==> config.mk <==
export PLATFORM = sky130hd
export DESIGN_NAME = ps2_rx_frame
export DESIGN_NICKNAME = d
export VERILOG_FILES = /design/src/rtl/ps2_rx_frame.sv
export SDC_FILE = /design/constraint.sdc
export NUM_CORES = 1
export LEC_CHECK = 0
export ABC_AREA = 1
export CAP_MARGIN = 30
export CORE_ASPECT_RATIO = 0.7
export CORE_MARGIN = 3
export CORE_UTILIZATION = 50
export DETAILED_ROUTE_END_ITERATION = 10
export HOLD_SLACK_MARGIN = 0.05
export PLACE_DENSITY = 0.74
export SETUP_SLACK_MARGIN = 0.02
export SYNTH_ARGS = -nofsm -noshare
export SYNTH_HDL_FRONTEND = slang
export SYNTH_SLANG_ARGS = --single-unit
==> constraint.sdc <==
create_clock -name clk -period 1.7 [get_ports clk]
set_clock_uncertainty 0.1 [all_clocks]
set_input_delay 0.17 -clock clk [delete_from_list [all_inputs] [get_ports clk]]
set_output_delay 0.17 -clock clk [all_outputs]
set_load 0.02 [all_outputs]
==> src/rtl/ps2_rx_frame.sv <==
// PS/2 device-to-host frame receiver with glitch-filtered clock and 2-byte nibble history.
// Optional mid-frame watchdog: define PS2_WATCHDOG_EN.
module ps2_rx_frame #(
    parameter int FILTER_LEN  = 8,
    parameter int TIMEOUT_CYC = 100000
) (
    input  logic       clk,
    input  logic       rst,
    input  logic       ps2_clk,
    input  logic       ps2_data,
    output logic [7:0] rx_data,
    output logic       rx_valid,
    output logic       rx_err,
    output logic       busy,
    output logic [3:0] first,
    output logic [3:0] second,
    output logic [3:0] third,
    output logic [3:0] fourth
);

    typedef enum logic [1:0] {IDLE, DATA, PARITY, STOP} state_t;

    state_t                state;
    state_t                state_n;
    logic                  clk_s1;
    logic                  clk_s2;
    logic                  dat_s1;
    logic                  dat_s2;
    logic [FILTER_LEN-1:0] filt_sr;
    logic                  filt;
    logic                  filt_q;
    logic                  fall;
    logic                  timeout;
    logic [2:0]            bit_cnt;
    logic [2:0]            bit_cnt_n;
    logic [7:0]            shift;
    logic [7:0]            shift_n;
    logic                  parity;
    logic                  parity_n;
    logic [7:0]            rx_data_n;
    logic [15:0]           hist;
    logic [15:0]           hist_n;
    logic                  valid_n;
    logic                  err_n;

    if (FILTER_LEN < 2 || TIMEOUT_CYC < 2) begin : g_bad_cfg
        $error("ps2_rx_frame: FILTER_LEN and TIMEOUT_CYC must be >= 2");
    end

    // Synchronisers and filter idle high so reset never fakes a falling edge.
    always_ff @(posedge clk) begin
        if (rst) begin
            clk_s1  <= 1'b1;
            clk_s2  <= 1'b1;
            dat_s1  <= 1'b1;
            dat_s2  <= 1'b1;
            filt_sr <= '1;
            filt_q  <= 1'b1;
        end else begin
            clk_s1  <= ps2_clk;
            clk_s2  <= clk_s1;
            dat_s1  <= ps2_data;
            dat_s2  <= dat_s1;
            filt_sr <= {filt_sr[FILTER_LEN-2:0], clk_s2};
            filt_q  <= filt;
        end
    end

    always_comb begin
        filt = filt_q;
        if (&filt_sr) begin
            filt = 1'b1;
        end else if (~|filt_sr) begin
            filt = 1'b0;
        end
    end

    assign fall = filt_q & ~filt;

`ifdef PS2_WATCHDOG_EN
    localparam int WD_W = $clog2(TIMEOUT_CYC);

    logic [WD_W-1:0] wd_cnt;

    always_ff @(posedge clk) begin
        if (rst || fall || state == IDLE) begin
            wd_cnt <= '0;
        end else begin
            wd_cnt <= wd_cnt + 1'b1;
        end
    end

    assign timeout = (state != IDLE) && !fall &&
                     (wd_cnt == WD_W'(TIMEOUT_CYC - 1));
`else
    assign timeout = 1'b0;
`endif

    always_comb begin
        state_n   = state;
        bit_cnt_n = bit_cnt;
        shift_n   = shift;
        parity_n  = parity;
        rx_data_n = rx_data;
        hist_n    = hist;
        valid_n   = 1'b0;
        err_n     = 1'b0;
        if (fall) begin
            case (state)
                IDLE: begin
                    if (!dat_s2) begin
                        state_n   = DATA;
                        bit_cnt_n = 3'd0;
                    end
                end
                DATA: begin
                    shift_n = {dat_s2, shift[7:1]};
                    if (bit_cnt == 3'd7) begin
                        state_n = PARITY;
                    end else begin
                        bit_cnt_n = bit_cnt + 3'd1;
                    end
                end
                PARITY: begin
                    parity_n = dat_s2;
                    state_n  = STOP;
                end
                STOP: begin
                    state_n = IDLE;
                    if (dat_s2 && ^{shift, parity}) begin
                        valid_n   = 1'b1;
                        rx_data_n = shift;
                        hist_n    = {hist[7:0], shift};
                    end else begin
                        err_n = 1'b1;
                    end
                end
                default: state_n = IDLE;
            endcase
        end else if (timeout) begin
            state_n = IDLE;
            err_n   = 1'b1;
        end
    end

    always_ff @(posedge clk) begin
        if (rst) begin
            state    <= IDLE;
            bit_cnt  <= 3'd0;
            shift    <= 8'd0;
            parity   <= 1'b0;
            rx_data  <= 8'd0;
            hist     <= 16'd0;
            rx_valid <= 1'b0;
            rx_err   <= 1'b0;
            busy     <= 1'b0;
        end else begin
            state    <= state_n;
            bit_cnt  <= bit_cnt_n;
            shift    <= shift_n;
            parity   <= parity_n;
            rx_data  <= rx_data_n;
            hist     <= hist_n;
            rx_valid <= valid_n;
            rx_err   <= err_n;
            busy     <= (state_n != IDLE);
        end
    end

    assign first  = hist[15:12];
    assign second = hist[11:8];
    assign third  = hist[7:4];
    assign fourth = hist[3:0];

endmodule

* After elaboration in Yosys (flattened, before gate mapping)
Index checks and enable logic that the tools add are counted.
** Word-level totals
- Flip-flop bits (word level) :: 54
- Output and inout port bits :: 27
- Input bits :: 4
** Operators by class
- Bitwise logic cells :: 4
- Mux-type cells :: 11
- $add $sub $neg :: 1
- Reduce and logical (&&, ||, !) cells :: 12
- Eq/ne operators :: 6
** Operator list (number)
- 9-bit parity :: 1
- 2-bit one-hot mux with 4 select lines :: 1
- 8-bit AND reduction :: 1
- 8-bit OR reduction :: 1
- 2-bit two-way mux :: 3
- 3-bit two-way mux :: 2
- 3-bit one-hot mux with 2 select lines :: 1
- 2-bit == test (second input constant) :: 2
- 1-bit two-way mux :: 4
- 2-bit != test (second input constant) :: 2
- 2-bit AND reduction :: 2
- 4-bit AND reduction :: 1
- 2-bit nonzero test :: 2
- 3-bit by 1-bit adder with 3-bit output (second input constant) :: 1
- 3-bit == test (second input constant) :: 1
- 1-bit NOT :: 3
- 3-bit AND reduction :: 1
- 3-bit OR reduction :: 1
- 2-bit by 1-bit == test with 1-bit output (second input constant) :: 1
- 2-bit logical NOT :: 1
- 1-bit AND :: 1
- 1-bit logical AND :: 1

* Logic depth before layout (Yosys ltp)
- Depth after elaboration :: 7
- Gate-level depth with buffers :: 14
- Depth with buffers taken out :: 12

* Least setup slack after synthesis
Ideal clock, no wire load.
- Kind :: reg-to-reg
- Start :: register parity
- End :: register hist[10]
- Clock period less this slack :: 1.549 ns
- Required time :: 1.490 ns
- Path slack :: 0.151 ns
- Setup time :: 0.110 ns
- Stages on the path, launching flop included :: 15
- Arrival time :: 1.339 ns
- Cells stage by stage :: dfxtp_1 buf_4 inv_2 nand2_1 nand2_1 nand2_1 nand2_1 nand2_2 nand2_2 nand2_1 nand2_2 buf_4 nand4_1 nand2_1 nor2_2
** Between the ends
- Longest elaborated chain between the ends :: 3
** Ends and longest elaborated chain
- from (decl) :: line 38 : logic parity;
- from (signal assigned) :: line 161 : parity <= parity_n;
- 9-bit parity :: line 130 : if (dat_s2 && ^{shift, parity}) begin
- 1-bit logical AND :: line 130
- 3-bit AND reduction (no source line)
- to (signal assigned) :: line 163 : hist <= hist_n;
- to (decl) :: line 41 : logic [15:0] hist;
No other way between the ends.
A chain may end at the register's enable or synchronous reset.

* Final worst setup path
- Start :: register rx_data[3]
- End :: output port rx_data[3]
** RTL lines
- from (decl) :: line 11 : output logic [7:0] rx_data,
- from (signal assigned) :: line 162 : rx_data <= rx_data_n;
No word-level cell between the ends.

==> results.json <==
{
  "status": "complete, no violations",
  "clock_path_buffers": 2,
  "syn2layout_area_growth_pct": 22.00,
  "regToRegEndpoint": "hist[14]$_SDFFE_PP0P_",
  "min_to": "dat_s2$_SDFF_PP1_",
  "cp_max_fo": 3,
  "tightestPinTransition_ns": 0.3531,
  "finalHoldWorstSlack_ns": 0.3148,
  "gp_congestion": 0.8418,
  "finalSetupViolations": 0,
  "route.met3.wl_microns": 255,
  "drc": 0,
  "holdPathStages": 1,
  "routed.top_layer": "met4",
  "mostFrequentLayoutCells": "66 x nand2_1, 53 x inv_1, 41 x nor2_1",
  "maxCapViolCount": 0,
  "wl_microns": 4598,
  "die_h_microns": 62.43,
  "grt_pass1_vias": 1679,
  "crit_chain": "clkdlybuf4s50_1",
  "coreArea_sq_um": 4136,
  "antenna_found_initial": 0,
  "hp-start": "dat_s1$_SDFF_PP1_",
  "fin_util_pct": 67.09,
  "relSlewSlack_pct": 76.43,
  "routed-wl-met2_microns": 1876,
  "die_width_microns": 86.62,
  "worstPathArrival_ns": 1.35,
  "crit_path_max_incr_delay_ns": 0.65,
  "grt_pass1_wl_microns": 7900,
  "first_pass_iters": 4,
  "avgRoutedWirePerCell_microns": 11.38,
  "drive_above_1_share_pct": 21.02,
  "ys_seq_elements": 46,
  "ctsHoldBuffers": 0,
  "crit_buf_inv": 1,
  "cts_tree": "done",
  "clock_sink_count": 46,
  "end_kind": "primary output",
  "ys_seq_area_share_pct": 40.48,
  "crit_family": "buffers and inverters",
  "ioPinCount": 31,
  "syn-num-nets": 327,
  "power_density_nw_per_um2": 656.3,
  "cpMaxStageDelayCell": "clkdlybuf4s50_1",
  "clkLatencyLatePin_ns": 0.30,
  "rrSetupSlack_ns": 0.14,
  "final_common_cell": "nand2_1",
  "cts.clk_slew.worst_paths_ns": 0.09,
  "grt_max_degree": 23,
  "criticalPathCategory": "reg2out",
  "grt_usage_pct": 17.89,
  "nets": 357,
  "worstReg2RegStart": "filt_sr[7]$_SDFF_PP1_",
  "netlist_instances": 321,
  "grt_overflow_total": 0,
  "r2r_cells": 10,
  "slew_violations": 0,
  "cts_buffers": 5,
  "worst_ep_required_time_ns": 1.43,
  "period_minus_slack_ns": 1.616,
  "drtIter0Drc": 138,
  "synth_warnings": 0,
  "port_buffers": 30,
  "initial_utilization_pct": 54.99,
  "ant_nets": 0,
  "hold_viol": 0,
  "ir_drop_mv": 0.6284,
  "dieArea_sq_um": 5407,
  "drt-met1-wl_microns": 2437,
  "vias": 1938,
  "critPathLaunchType": "flip-flop",
  "fin_crit_sh_pct": 95.03,
  "root_buffer": "clkbuf_8",
  "rsz0062_at_grt": "yes",
  "min_path_type": "reg2reg",
  "rows": 19,
  "synth.avg_cell_area_sq_um": 7.086,
  "max_freq_ghz": 0.6190,
  "syn_area_sq_um": 2275,
  "diodes": 0,
  "synth.distinct_cells": 26,
  "via_per_inst": 4.797,
  "dp.final_hpwl_microns": 3404,
  "htreeDepth": 2,
  "p_leak_nw": 1.199
}
==> flip-flops by register name (all words and copies together), names as in the netlist, 2 cells and up <==
signal   flops
state        2
hist         9
bit_cnt      3
shift        8
filt_sr      8
rx_data      7
==> report_power, final <==
part           switching, mW  internal (mW)  total, mW
clock network          0.388          0.294      0.682
logic                 0.0306         0.0218     0.0524
registers            0.00428           1.08       1.09
total                  0.423           1.40       1.82
==> metal layers <==
metal | vias up | GRT usage (%)
met4 | 0 | 4.086
li1 | 1025 | -
met1 | 859 | 26.73
met3 | 5 | 3.953
met5 | - | 0
met2 | 49 | 26.05
==> synthesized netlist by cell type (all sizes together) <==
cell type	n	share of area [%]
a211oi	8	2.6
xor2	4	1.5
a31oi	1	0.28
dfxtp	46	40
or2	12	3.3
ha	2	1.1
o21ai	5	1.1
a21oi	5	1.1
nand2	83	15
o211ai	1	0.33
nor2	47	8.2
clkbuf	6	0.99
o21a	1	0.33
inv	57	9.4
nand4	18	5.6
xnor2	5	2.3
buf	15	4.7
nand3	5	1.5
==> per-stage QoR <==
| stage | setup WS (ns) | area [sq um] | setup TNS (ns) | power [mW] | instances |
|---|---|---|---|---|---|
| detailed placement | 0.03868 | 2614 | 0 | 1.164 | 394 |
| floorplan | 0.1514 | 2275 | 0 | 1.142 | 321 |
| finish | 0.08450 | 2775 | 0 | 1.821 | 404 |
| CTS | 0.02497 | 2706 | 0 | 1.831 | 402 |
| global route | -0.003821 | 2775 | -0.007628 | 1.894 | 404 |
| global placement | 0.06443 | 2614 | 0 | 1.163 | 394 |
==> worst max-delay path by stage <==
stage | depth (start not counted) | slack, ns | to | start
2_1_floorplan | 14 | 0.15 | hist[10]$_SDFFE_PP0P_ | parity$_SDFFE_PP0P_
3_5_place_dp | 10 | 0.04 | rx_data[4]$_SDFFE_PP0P_ | shift[3]$_SDFFE_PP0P_
3_3_place_gp | 9 | 0.06 | rx_data[3]$_SDFFE_PP0P_ | filt_sr[3]$_SDFF_PP1_
4_1_cts | 9 | 0.02 | rx_data[4]$_SDFFE_PP0P_ | filt_sr[7]$_SDFF_PP1_
5_1_grt | 10 | -0.004 | hist[12]$_SDFFE_PP0P_ | filt_sr[6]$_SDFF_PP1_
6_report | 1 | 0.08 | rx_data[3] | rx_data[3]$_SDFFE_PP0P_
==> worst register-to-register path, cell delays in order (launching register included) <==
cell and delay [ns]:
dfxtp_1 0.32, nor2_1 0.11, nand2_1 0.07, nor2_2 0.16, nand3_1 0.10, nor2_2 0.16, nand4_4 0.13, buf_12 0.18
nand2_2 0.06, inv_1 0.03, nor2_1 0.10
==> cell families after synthesis <==
logic type               Yosys count  share of synthesized area, %
AND/OR/NAND/NOR                  165                         33.77
buffers and inverters             78                         15.07
flip-flops                        46                         40.48
AO/OA/AOI/OAI                     21                         5.776
XOR/XNOR                           9                         3.795
adder cells (fa/ha/maj)            2                         1.100
==> what timing repair did <==
item / 4_1_cts / 5_1_grt
hold endpoints to repair: 0 / 0
resized for setup: 0 / 17
setup buffers: 0 / 1
cloned: 0 / 1
pin swaps: 1 / 3
endpoints found under the setup margin: 2 / 24
==> area by class of cell <==
class	count	area, sq um
clock inverter	3	23.77
timing repair buffer	43	422.9
multi-input combinational	198	1052
inverter	57	214.0
sequential	46	928.4
clock buffer	5	68.82
fill	368	1361
tap	52	65.06
(Power assumes the default switching activity.)
